File: config.mk
export PLATFORM = sky130hd
export DESIGN_NAME = spike_rate_encoder
export DESIGN_NICKNAME = d
export VERILOG_FILES = /design/src/rtl/spike_rate_encoder.sv
export SDC_FILE = /design/constraint.sdc
export NUM_CORES = 1
export LEC_CHECK = 0
export CELL_PAD_IN_SITES_DETAIL_PLACEMENT = 1
export CELL_PAD_IN_SITES_GLOBAL_PLACEMENT = 2
export CORE_MARGIN = 10
export CORE_UTILIZATION = 34
export DETAILED_ROUTE_END_ITERATION = 6
export DONT_BUFFER_PORTS = 1
export PLACE_DENSITY = 0.69
export SLEW_MARGIN = 40
export SYNTH_ARGS = -nofsm -noshare
export SYNTH_HDL_FRONTEND = slang
export SYNTH_SLANG_ARGS = --single-unit
File: constraint.sdc
create_clock -name clk -period 3.27 [get_ports clk]
set_input_delay 0.1635 -clock clk [delete_from_list [all_inputs] [get_ports clk]]
set_output_delay 0.1635 -clock clk [all_outputs]
set_load 0.01 [all_outputs]
File: src/rtl/spike_rate_encoder.sv
// ---------------------------------------------------------------------------
// spike_rate_encoder
//
// Transmit side of the single-bit spike interface. One unsigned intensity
// sample is taken through a valid/ready handshake and turned into a
// deterministic rate-coded spike train lasting WINDOW network timesteps.
// A phase accumulator adds the sample on every timestep. Its carry-out is
// the spike, so the number of spikes in a window is proportional to the
// sample.
//
// Ports
//   clk          in   single clock, rising-edge
//   rst          in   synchronous, active-high reset
//   in_valid     in   sample available
//   in_data      in   [DATA_WIDTH-1:0] unsigned intensity
//   in_ready     out  block can accept a sample (idle)
//   step_en      in   timestep strobe, one network timestep per high cycle
//   spike_out    out  registered one-cycle spike pulse
//   busy         out  window in progress
//   window_done  out  one-cycle pulse after the final timestep of a window
//   spike_count  out  [CNT_WIDTH-1:0] spikes emitted in the current/last window
// ---------------------------------------------------------------------------
module spike_rate_encoder #(
  parameter int DATA_WIDTH = 8,
  parameter int WINDOW     = 256,
  parameter int CNT_WIDTH  = 16
) (
  input  logic                  clk,
  input  logic                  rst,
  input  logic                  in_valid,
  input  logic [DATA_WIDTH-1:0] in_data,
  output logic                  in_ready,
  input  logic                  step_en,
  output logic                  spike_out,
  output logic                  busy,
  output logic                  window_done,
  output logic [CNT_WIDTH-1:0]  spike_count
);

  typedef enum logic [0:0] {
    IDLE = 1'b0,
    RUN  = 1'b1
  } state_t;

  localparam logic [CNT_WIDTH-1:0] LAST_STEP = CNT_WIDTH'(WINDOW - 1);

  state_t                state_q, state_d;
  logic [DATA_WIDTH-1:0] acc_q, acc_d;
  logic [DATA_WIDTH-1:0] value_q, value_d;
  logic [CNT_WIDTH-1:0]  step_cnt_q, step_cnt_d;
  logic [CNT_WIDTH-1:0]  spike_count_q, spike_count_d;
  logic                  spike_q, spike_d;
  logic                  done_q, done_d;

  // One bit wider than the accumulator: the top bit is the carry that
  // becomes the spike, the low bits are the wrapped phase.
  logic [DATA_WIDTH:0]   sum;

  // Next-state logic. Spike and done pulses default to 0 so they are only
  // ever high for the single cycle after a qualifying timestep.
  always_comb begin
    state_d       = state_q;
    acc_d         = acc_q;
    value_d       = value_q;
    step_cnt_d    = step_cnt_q;
    spike_count_d = spike_count_q;
    spike_d       = 1'b0;
    done_d        = 1'b0;
    sum           = {1'b0, acc_q} + {1'b0, value_q};

    unique case (state_q)
      IDLE: begin
        // Any step_en in the accept cycle is ignored; step 0 is the first
        // strobe seen while in RUN.
        if (in_valid) begin
          value_d       = in_data;
          acc_d         = '0;
          step_cnt_d    = '0;
          spike_count_d = '0;
          state_d       = RUN;
        end
      end

      RUN: begin
        if (step_en) begin
          acc_d         = sum[DATA_WIDTH-1:0];
          spike_d       = sum[DATA_WIDTH];
          spike_count_d = spike_count_q + {{(CNT_WIDTH-1){1'b0}}, sum[DATA_WIDTH]};
          step_cnt_d    = step_cnt_q + 1'b1;
          // Returning to IDLE on the final step makes in_ready rise in the
          // same cycle the last spike and window_done are visible.
          if (step_cnt_q == LAST_STEP) begin
            done_d  = 1'b1;
            state_d = IDLE;
          end
        end
      end

      default: state_d = IDLE;
    endcase
  end

  // State register. Reset aborts any train in progress without a done pulse.
  always_ff @(posedge clk) begin
    if (rst) begin
      state_q       <= IDLE;
      acc_q         <= '0;
      value_q       <= '0;
      step_cnt_q    <= '0;
      spike_count_q <= '0;
      spike_q       <= 1'b0;
      done_q        <= 1'b0;
    end else begin
      state_q       <= state_d;
      acc_q         <= acc_d;
      value_q       <= value_d;
      step_cnt_q    <= step_cnt_d;
      spike_count_q <= spike_count_d;
      spike_q       <= spike_d;
      done_q        <= done_d;
    end
  end

  assign in_ready    = (state_q == IDLE);
  assign busy        = (state_q == RUN);
  assign spike_out   = spike_q;
  assign window_done = done_q;
  assign spike_count = spike_count_q;

endmodule

## After elaboration in Yosys (flattened, before gate mapping)

Cells that the tools add are included.

- Bits in registers: 51
- Bits of input ports: 12
- Output and inout bits: 20
- Word-level logic and storage cells: 31

- Add/sub/neg operators: 3
- Equal/unequal tests: 3
- Muxes and demuxes: 13
- Bitwise operators: 2
- Reductions and logical operators: 3

Operators by type and width:

| operator | count |
|---|---|
| $pmux W16 S2 | 2 |
| $mux W16 | 3 |
| $add A16 B1 Y16 | 1 |
| $add A16 B1 Y16 const B | 1 |
| $eq A16 B8 Y1 const B | 1 |
| $mux W8 | 2 |
| $pmux W8 S2 | 1 |
| $add A8 B8 Y9 | 1 |
| $mux W1 | 4 |
| $ne A2 B2 Y1 const B | 2 |
| $reduce_and A2 Y1 | 2 |
| $reduce_or A3 Y1 | 1 |
| $not A1 Y1 | 2 |
| $pmux W1 S2 | 1 |

## Depth between registers and ports, before layout

Gate-level depths: netlist (run 1).

- Word-level depth: 4
- Depth in mapped cells: 14

## Least setup slack after synthesis (run 1)

No wires, ideal clock.

- Kind: reg-to-reg
- Start point: register acc_q[0]
- End point: register spike_count_q[14] (netlist: spike_count[14])
- Setup time: 0.071 ns
- Arrival time: 2.581 ns
- Required time: 3.199 ns
- Path slack: 0.618 ns
- Stages on the path, launching flop included: 14
- Cell sequence: dfxtp_1 -> ha_1 -> inv_1 -> fa_1 -> nand2b_1 -> a21oi_1 -> nor3_1 -> o21bai_1 -> a21o_1 -> ha_1 -> nand3_1 -> nand3b_1 -> or3_1 -> a21oi_1

- Longest elaborated chain between the ends: 4

RTL lines:

| what | RTL line | text |
|---|---|---|
| from (decl) | 48 | `logic [DATA_WIDTH-1:0] acc_q, acc_d;` |
| from (signal assigned) | 107 | `acc_q <= '0;` |
| from (signal assigned) | 115 | `acc_q <= acc_d;` |
| $add A8 B8 Y9 | 69 | `sum = {1'b0, acc_q} + {1'b0, value_q};` |
| net sum[8] | 57 | `logic [DATA_WIDTH:0] sum;` |
| $add A16 B1 Y16 | 88 | `spike_count_d = spike_count_q + {{(CNT_WIDTH-1){1'b0}}, sum[DATA_WIDTH]};` |
| $mux W16 | 85 | `if (step_en) begin` |
| $pmux W16 S2 | 71 | `unique case (state_q)` |
| to (signal assigned) | 118 | `spike_count_q <= spike_count_d;` |
| to (decl) | 51 | `logic [CNT_WIDTH-1:0] spike_count_q, spike_count_d;` |

The timed path passes the listed nets, and every way through them passes these cells. The select of a mux whose other input is x is not followed.
A chain may end at the register's enable or synchronous reset.

## Worst setup path in the final report (run 1)

Ends and elaborated chain as after synthesis.

==> flow_summary.json, run 1 <==
{
  "gp_congestion": 0.729,
  "final-instance-count-excl-fill": 416,
  "dpl.hpwl_um": 4770,
  "num_io_pins": 32,
  "tritoncts": "built",
  "synth_fa_ha_area_share_pct": 6.15,
  "path_max_fanout": 7,
  "coreArea_um2": 7290,
  "yosysWarnings": 0,
  "hp-start": "rst",
  "clockRootBuffer": "clkbuf_8",
  "clockBufferDepth": 2,
  "synth.distinct_cells": 45,
  "ys_ff_latch": 51,
  "relSlewSlack_pct": 49.9,
  "power_uw": 1120,
  "final-hold-violation-count": 0,
  "die_y_um": 107,
  "n_antenna_cell": 0,
  "rsz0062_at_grt": "false",
  "areaGrowthSynthToFinish_pct": 11.6,
  "tightest_slew_ps": 752,
  "worst_hold_slack_ps": 29.6,
  "pre_cts_ws_ps": 397,
  "vias_per_cell": 5.40,
  "avgSynthCellArea_um2": 8.27,
  "hold_path_end": "spike_count[15]$_SDFFE_PP0P_",
  "power_density_nw_per_um2": 391,
  "grt_max_degree": 39,
  "end_kind": "flip-flop",
  "start_util_pct": 35.2,
  "ir_worst_vdd_mv": 0.173,
  "port_buffers": 0,
  "htree_levels": 2,
  "ys.flop_type": "dfxtp_1",
  "rows": 31,
  "cts.sinks": 51,
  "worstSetupStartpointType": "flip-flop",
  "drv_slew": 0,
  "layout_common_cells": "dfxtp_1 (51), nor2_1 (44), nand2_1 (32)",
  "drive_above_1_share_pct": 7.57,
  "layout.nets": 340,
  "synth_edf_count": 0,
  "post-cts-setup-buffers": 0,
  "fin_crit_sh_pct": 88.2,
  "skew_ps": 14.6,
  "synth_top_family_by_area": "simple AND/OR/NAND/NOR gates",
  "drt_first_pass_iters": 6,
  "die_x_um": 107,
  "p_leak_uw": 0.000994,
  "syn_nets": 334,
  "cts_buffers": 5,
  "worstRegToRegCells": 13,
  "fmax_mhz": 347,
  "setup_tns_ps": 0,
  "timing.rr.end": "spike_count[14]$_SDFFE_PP0P_",
  "fin_ws_ps": 386,
  "fin_crit_ps": 2880,
  "finalSetupViolCount": 0,
  "ys_seq_area_share_pct": 39.8,
  "antenna_found_initial": 0,
  "grt_pass1_wl_um": 11800,
  "drt_wl_total_um": 6980,
  "cap_violations": 0,
  "min_path_cells": 2,
  "grt_pass1_vias": 2267,
  "r2r_start": "acc_q[0]$_SDFFE_PP0P_",
  "synth_area_um2": 2560,
  "async_reset_ff_share_pct": 0,
  "synth.area.mux_share_pct": 3.86,
  "clk_transition_reported_paths_ps": 110,
  "ff2ff_setup_slack_ps": 390,
  "die-area_um2": 11400,
  "synth-compound-area-share_pct": 15.3,
  "ant_nets": 0,
  "dp_cells": 398,
  "status": "finished, final reports clean",
  "gr-total-overflow": 0,
  "worstPathArrival_ps": 3140,
  "drt_iter0_drc": 98,
  "final_common_cell": "dfxtp_1",
  "grt_usage_pct": 12.4,
  "cp_data_required_time_ps": 3520,
  "crit_type": "flip-flop to flip-flop",
  "hold_class": "input pin to flip-flop",
  "synth_xor_area_share_pct": 3.07,
  "routedWlPerCell_um": 16.8,
  "vias": 2248,
  "synthCells": 310,
  "yosys.area_share.simple_pct": 28.6,
  "clkLatencyLatePin_ps": 310,
  "drc": 0
}
## Yosys cell counts (2+ instances only)
cell,number,area share (%)
nor4_1,2,0.49
o31ai_1,2,0.59
o311ai_0,3,1.0
nor2_1,45,6.6
nand3b_1,4,1.2
mux2_2,7,3.1
nor3b_1,2,0.59
or4_1,4,1.2
o21ai_0,10,2.0
mux2i_1,2,0.78
and4_1,3,1.0
ha_1,11,5.4
a22oi_1,4,1.2
or3_1,7,1.7
nand4_1,12,2.9
nand4b_1,3,1.0
inv_1,7,1.0
o2111ai_1,2,0.68
nand2_1,32,4.7
a21oi_1,25,4.9
a31oi_1,4,0.98
and2_1,2,0.49
nor2b_1,2,0.49
dfxtp_1,51,40
clkbuf_1,11,1.6
and3_1,3,0.73
nand2b_1,3,0.73
buf_2,3,0.59
nand3_1,12,2.3
xnor2_1,3,1.0
a21o_1,2,0.59
a211oi_1,4,1.2
nor3_1,5,0.98
xor2_1,6,2.0
o211ai_1,2,0.59
## routing by layer
layer	global-route usage (%)	routed length (um)	vias up
met5	0	0	-
met4	3.00	56	0
met3	3.41	357	5
met2	20.1	3120	34
met1	16.0	3450	1074
li1	-	-	1135
## area by class of cell
type / count / area (um2)
fill: 913 / 4430
multi-input combinational: 238 / 1460
sequential: 51 / 1020
timing repair buffer: 13 / 133
tap: 99 / 124
clock buffer: 5 / 68.8
inverter: 7 / 26.3
clock inverter: 3 / 25.0
## stage by stage
step,utilization [%],area [um2]
6_report,39.2,2860
3_5_place_dp,36.4,2650
4_1_cts,39.2,2860
3_3_place_gp,36.4,2650
2_1_floorplan,-,2560
5_1_grt,39.2,2860
## repair_timing
item                                   4_1_cts  5_1_grt
gates resized for setup                      0        0
hold buffers                                10        0
endpoints found under the hold margin       38        0
## flip-flops by register name (all words and copies together), names as in the netlist
name,count
acc_q,8
busy,1
spike_count,16
spike_out,1
step_cnt_q,16
value_q,8
window_done,1
## power by group
group | total [uW] | switching [uW] | internal (uW)
sequential | 638 | 8.16 | 630
clock | 390 | 236 | 154
combinational | 91.4 | 58.3 | 33.1
## critical path, cell delays in order, from the launching register on
cell      delay, ps
dfxtp_1         350
ha_1            190
inv_1            60
fa_1            410
nand2b_1        180
a21oi_1         170
nor3_1           80
o21bai_1        150
a21o_1          160
ha_1            170
nand3_1         110
nand3b_1        300
or3_1           370
a21oi_1         140
## worst max path at each step
| stage | start | slack, ps | to |
|---|---|---|---|
| global placement | acc_q[0]$_SDFFE_PP0P_ | 460 | spike_count[12]$_SDFFE_PP0P_ |
| finish | acc_q[0]$_SDFFE_PP0P_ | 390 | spike_count[14]$_SDFFE_PP0P_ |
| floorplan | acc_q[0]$_SDFFE_PP0P_ | 620 | spike_count[14]$_SDFFE_PP0P_ |
| CTS | acc_q[0]$_SDFFE_PP0P_ | 370 | spike_count[14]$_SDFFE_PP0P_ |
| global route | acc_q[0]$_SDFFE_PP0P_ | 120 | spike_count[9]$_SDFFE_PP0P_ |
| detailed placement | acc_q[0]$_SDFFE_PP0P_ | 400 | spike_count[14]$_SDFFE_PP0P_ |
## cells by family after synthesis
family,after synthesis
buffers and inverters,21
adders and majority gates,12
and+or+nand+nor,145
AOI/OAI and AO/OA,63
DFF,51
muxes,9
xor gates and xnor gates,9
No activity file was read; power rests on OpenSTA's default activity.
==> inputs of run 2 (changes only) <==
--- a/config.mk
+++ b/config.mk
@@ -8,10 +8,10 @@
 export CELL_PAD_IN_SITES_DETAIL_PLACEMENT = 1
 export CELL_PAD_IN_SITES_GLOBAL_PLACEMENT = 2
 export CORE_MARGIN = 10
-export CORE_UTILIZATION = 34
+export CORE_UTILIZATION = 37
 export DETAILED_ROUTE_END_ITERATION = 6
 export DONT_BUFFER_PORTS = 1
-export PLACE_DENSITY = 0.69
+export PLACE_DENSITY = 0.74
 export SLEW_MARGIN = 40
 export SYNTH_ARGS = -nofsm -noshare
 export SYNTH_HDL_FRONTEND = slang
==> flow_summary.json, run 2 (synthesis gave the netlist of run 1 again) <==
{
  "status": "finished, final reports clean",
  "clockRootBuffer": "clkbuf_8",
  "tightest_slew_ps": 647,
  "grt_pass1_vias": 2257,
  "fin_crit_ps": 2940,
  "crit_type": "flip-flop to flip-flop",
  "drc": 0,
  "grt_usage_pct": 13.6,
  "grt_max_degree": 39,
  "ant_nets": 0,
  "hold_class": "input pin to flip-flop",
  "critPathBufInv": 1,
  "post-cts-setup-buffers": 0,
  "gp_congestion": 0.727,
  "clkLatencyLatePin_ps": 300,
  "rows": 30,
  "drt_iter0_drc": 74,
  "r2r_start": "value_q[0]$_SDFFE_PP0P_",
  "cap_violations": 0,
  "cts.sinks": 51,
  "worstPathArrival_ps": 3180,
  "drt_first_pass_iters": 4,
  "antenna_found_initial": 0,
  "path_max_fanout": 7,
  "max_stage_delay_ps": 400,
  "clk_transition_reported_paths_ps": 90,
  "n_antenna_cell": 0,
  "final-hold-violation-count": 0,
  "ir_worst_vdd_mv": 0.164,
  "vias": 2294,
  "power_density_nw_per_um2": 389,
  "cts_buffers": 5,
  "setup_tns_ps": 0,
  "port_buffers": 0,
  "final_core_util_pct": 41.8,
  "die_x_um": 103,
  "grt_pass1_wl_um": 11600,
  "skew_ps": 5.21,
  "fmax_mhz": 340,
  "met1_usage_pct": 17.3,
  "path_delay_family": "simple AND/OR/NAND/NOR gates",
  "end_kind": "flip-flop",
  "rsz0062_at_grt": "false",
  "layout.nets": 340,
  "gr-total-overflow": 0,
  "tritoncts": "built",
  "routedWlPerCell_um": 17.6,
  "hp-start": "in_valid",
  "worstSetupStartpoint": "value_q[0]$_SDFFE_PP0P_",
  "final-instance-count-excl-fill": 397,
  "dpl.hpwl_um": 4800,
  "drt_wl_total_um": 6980,
  "htree_levels": 2,
  "dp_cells": 380,
  "p_leak_uw": 0.000994,
  "worstSetupStartpointType": "flip-flop",
  "areaGrowthSynthToFinish_pct": 10.2,
  "use_met2_pct": 22.6,
  "fin_crit_sh_pct": 90.0,
  "drv_slew": 0,
  "coreArea_um2": 6760,
  "die_y_um": 103,
  "use_met3_pct": 3.06,
  "slowest_stage": "fa_1",
  "finalSetupViolCount": 0,
  "clockBufferDepth": 2,
  "power_uw": 1100,
  "die-area_um2": 10700,
  "num_io_pins": 32,
  "fillers": 826,
  "drive_above_1_share_pct": 7.57,
  "layout_common_cells": "dfxtp_1 (51), nor2_1 (44), nand2_1 (32)",
  "final_common_cell": "dfxtp_1",
  "worst_hold_slack_ps": 35.8,
  "cp_cell_sequence": "ha_1, inv_1, fa_1, nand2b_1, a21oi_1, nor3_1, o21bai_1, a21o_1, ha_1, nand3_1, nand3b_1, or3_1, a21oi_1",
  "start_util_pct": 37.9,
  "vias_per_cell": 5.78,
  "cp_data_required_time_ps": 3510,
  "relSlewSlack_pct": 56.7,
  "busiest_layer": "met2"
}
==> run 2: cell types whose count changed in the layout (fill, tap and decap cells not counted), sizes merged <==
cell         previous run  this run
buf                     4         5
dlygate4sd3             9         8
clkinv                  2         1
clkbuf                  5         6
==> run 2: final cells by class <==
type	count	area [um2]	area share, %
tap	80	100	3.54
clock inverter	2	12.5	0.443
clock buffer	6	72.6	2.57
multi-input combinational	238	1460	51.8
inverter	7	26.3	0.930
sequential	51	1020	36.1
timing repair buffer	13	130	4.61
==> run 2: through the flow <==
step	setup slack (ps)	area (um2)
3_5_place_dp	352	2640
3_3_place_gp	441	2640
6_report	328	2830
4_1_cts	327	2820
5_1_grt	36.1	2830
2_1_floorplan	618	2560
==> run 2: worst reg2reg max path, stage by stage, from the launching register on <==
cell and delay, ps:
dfxtp_1 360, ha_1 190, inv_1 60, fa_1 400, nand2b_1 190, a21oi_1 210
nor3_1 90, o21bai_1 150, a21o_1 150, ha_1 160, nand3_1 100, nand3b_1 310
or3_1 360, a21oi_1 140
==> run 2: what timing repair did <==
| action | 4_1_cts | 5_1_grt |
|---|---|---|
| endpoints found under the hold margin | 38 | 0 |
| hold buffers | 9 | 0 |
| gates resized for setup | 0 | 0 |
==> run 2: layer usage <==
layer,up-vias,part of all wire [%]
li1,1130,-
met1,1116,49
met2,44,45
met3,4,5.0
met4,0,0.72
met5,-,0
==> run 2: power breakdown <==
| group | internal [uW] | leakage (uW) | switching [uW] | total (uW) |
|---|---|---|---|---|
| logic | 33.3 | 0.000540 | 59.2 | 92.5 |
| clock network | 150 | 0.0000412 | 218 | 369 |
| registers | 630 | 0.000412 | 7.85 | 638 |
==> run 2: worst paths after layout <==
path | endpoint | slack, ps | cells after the start
max | spike_count[12]$_SDFFE_PP0P_ | 330 | 13
min | busy$_SDFF_PP0_ | 40 | 2
max reg2reg | spike_count[12]$_SDFFE_PP0P_ | 330 | 13
min reg2reg | value_q[4]$_SDFFE_PP0P_ | 470 | 2
==> inputs of run 3 (changes only) <==
--- a/config.mk
+++ b/config.mk
@@ -5,13 +5,13 @@
 export SDC_FILE = /design/constraint.sdc
 export NUM_CORES = 1
 export LEC_CHECK = 0
+export BUFFER_PORTS_ARGS = -buffer_cell sky130_fd_sc_hd__buf_4
 export CELL_PAD_IN_SITES_DETAIL_PLACEMENT = 1
 export CELL_PAD_IN_SITES_GLOBAL_PLACEMENT = 2
-export CORE_MARGIN = 10
-export CORE_UTILIZATION = 37
+export CORE_MARGIN = 2
+export CORE_UTILIZATION = 34
 export DETAILED_ROUTE_END_ITERATION = 6
-export DONT_BUFFER_PORTS = 1
-export PLACE_DENSITY = 0.74
+export PLACE_DENSITY = 0.75
 export SLEW_MARGIN = 40
 export SYNTH_ARGS = -nofsm -noshare
 export SYNTH_HDL_FRONTEND = slang
==> flow_summary.json, run 3 (synthesis gave the netlist of run 1 again) <==
{
  "final-hold-violation-count": 0,
  "status": "finished, final reports clean",
  "clkLatencyLatePin_ps": 300,
  "power_density_nw_per_um2": 370,
  "gr-total-overflow": 0,
  "areaGrowthSynthToFinish_pct": 15.7,
  "fin_crit_ps": 2870,
  "clockPowerShare_pct": 33.3,
  "p_switching_uw": 283,
  "hold_class": "input pin to flip-flop",
  "drive_above_1_share_pct": 15.4,
  "fillers": 927,
  "setup_tns_ps": 0,
  "hp-start": "in_data[2]",
  "layout.nets": 360,
  "skew_ps": 6.52,
  "r2r_start": "acc_q[0]$_SDFFE_PP0P_",
  "drc": 0,
  "fmax_mhz": 348,
  "dpl.hpwl_um": 4710,
  "ir_worst_vdd_mv": 0.175,
  "ant_nets": 0,
  "worstRegToRegCells": 13,
  "cts_resized": 0,
  "drt_wl_total_um": 6730,
  "post-cts-setup-buffers": 0,
  "num_io_pins": 32,
  "multi_input_area_um2": 1470,
  "gp_congestion": 0.776,
  "htree_levels": 2,
  "worst_hold_slack_ps": 98.0,
  "worstPathArrival_ps": 3110,
  "cap_violations": 0,
  "die_y_um": 90.8,
  "end_kind": "flip-flop",
  "die_x_um": 90.8,
  "grt_pass1_vias": 2360,
  "coreArea_um2": 7290,
  "power.internal_uw": 814,
  "register_area_um2": 1020,
  "finalSetupViolCount": 0,
  "p_leak_uw": 0.00110,
  "grt_pass1_wl_um": 11600,
  "antenna_found_initial": 0,
  "path_max_fanout": 7,
  "start_util_pct": 35.2,
  "worstSetupStartpointType": "flip-flop",
  "tightest_slew_ps": 778,
  "hold_path_end": "value_q[2]$_SDFFE_PP0P_",
  "vias_per_cell": 5.35,
  "port_buffers": 31,
  "vias": 2332,
  "cts.sinks": 51,
  "tritoncts": "built",
  "n_antenna_cell": 0,
  "combPwrFrac_pct": 8.6,
  "clockRootBuffer": "clkbuf_8",
  "cp_data_required_time_ps": 3510,
  "rows": 31,
  "relSlewSlack_pct": 48.2,
  "drt_first_pass_iters": 4,
  "routedWlPerCell_um": 15.4,
  "timing.rr.end": "spike_count[12]$_SDFFE_PP0P_",
  "drv_slew": 0,
  "layout_common_cells": "dfxtp_1 (51), nor2_1 (44), buf_4 (33)",
  "drt_iter0_drc": 64,
  "ff2ff_setup_slack_ps": 400,
  "cts_buffers": 5,
  "min_path_cells": 3,
  "crit_type": "flip-flop to flip-flop",
  "clockBufferDepth": 2,
  "grt_max_degree": 43,
  "holdBufCountCts": 0,
  "fin_crit_sh_pct": 87.8,
  "grt_usage_pct": 16.9,
  "clk_transition_reported_paths_ps": 100,
  "final_common_cell": "dfxtp_1",
  "rsz0062_at_grt": "false",
  "swShare_pct": 25.8,
  "die-area_um2": 8250,
  "p_seq_share_pct": 58.1
}
-- run 3: cell types whose count changed in the layout (fill, tap and decap cells not counted) --
cell / before / now
buf_4: 4 / 33
clkinvlp_4: 1 / 0
dlygate4sd3_1: 8 / 0
nand2_1: 32 / 31
clkbuf_1: 1 / 2
nand2_2: 0 / 1
buf_12: 1 / 0
-- run 3: per-stage QoR --
| stage | setup WS, ps | instances | power, uW | area (um2) | utilization, % |
|---|---|---|---|---|---|
| floorplan | 618 | 310 | 710 | 2560 | - |
| global placement | 502 | 428 | 745 | 2880 | 39.5 |
| detailed placement | 446 | 428 | 747 | 2880 | 39.5 |
| CTS | 404 | 436 | 1110 | 2960 | 40.6 |
| global route | 108 | 436 | 1150 | 2970 | 40.7 |
| finish | 400 | 436 | 1100 | 2970 | 40.7 |
-- run 3: power by group through the flow --
stage	Clock (uW)	Sequential, uW	Combinational, uW
2_1_floorplan	0	650	60.0
3_3_place_gp	0	652	93.5
6_report	365	637	94.6
3_5_place_dp	0	652	95.5
5_1_grt	403	639	107
4_1_cts	382	638	95.6
-- run 3: worst max-delay path by stage --
stage,startpoint,to
after floorplan,acc_q[0]$_SDFFE_PP0P_,spike_count[14]$_SDFFE_PP0P_
after detailed placement,acc_q[0]$_SDFFE_PP0P_,spike_count[9]$_SDFFE_PP0P_
after CTS,acc_q[0]$_SDFFE_PP0P_,spike_count[14]$_SDFFE_PP0P_
after global routing,acc_q[0]$_SDFFE_PP0P_,spike_count[9]$_SDFFE_PP0P_
after global placement,acc_q[0]$_SDFFE_PP0P_,spike_count[14]$_SDFFE_PP0P_
final,acc_q[0]$_SDFFE_PP0P_,spike_count[12]$_SDFFE_PP0P_
-- run 3: area by class of cell --
class                           count  share of cell area (%)
Timing Repair Buffer               33                    8.35
Clock inverter                      1                   0.169
Inverter                            7                   0.886
Multi-Input combinational cell    238                    49.4
Clock buffer                        7                    2.57
Sequential cell                    51                    34.4
Tap cell                           99                    4.18
-- run 3: critical path, cell delays in order, from the launching register on --
cell      delay, ps
dfxtp_1         350
ha_1            200
inv_1            60
fa_1            420
nand2b_1        190
a21oi_1         170
nor3_1           80
o21bai_1        150
a21o_1          150
ha_1            160
nand3_1          90
nand3b_1        280
or3_1           360
a21oi_1         140
-- run 3: routing by layer --
metal,part of all wire [%],wire length [um],global-route usage (%),vias to the layer above
met1,50,3380,23.4,1130
met3,3.5,234,3.59,4
met5,0,0,0,-
met2,46,3080,27.7,27
li1,-,-,-,1171
met4,0.56,38,2.78,0
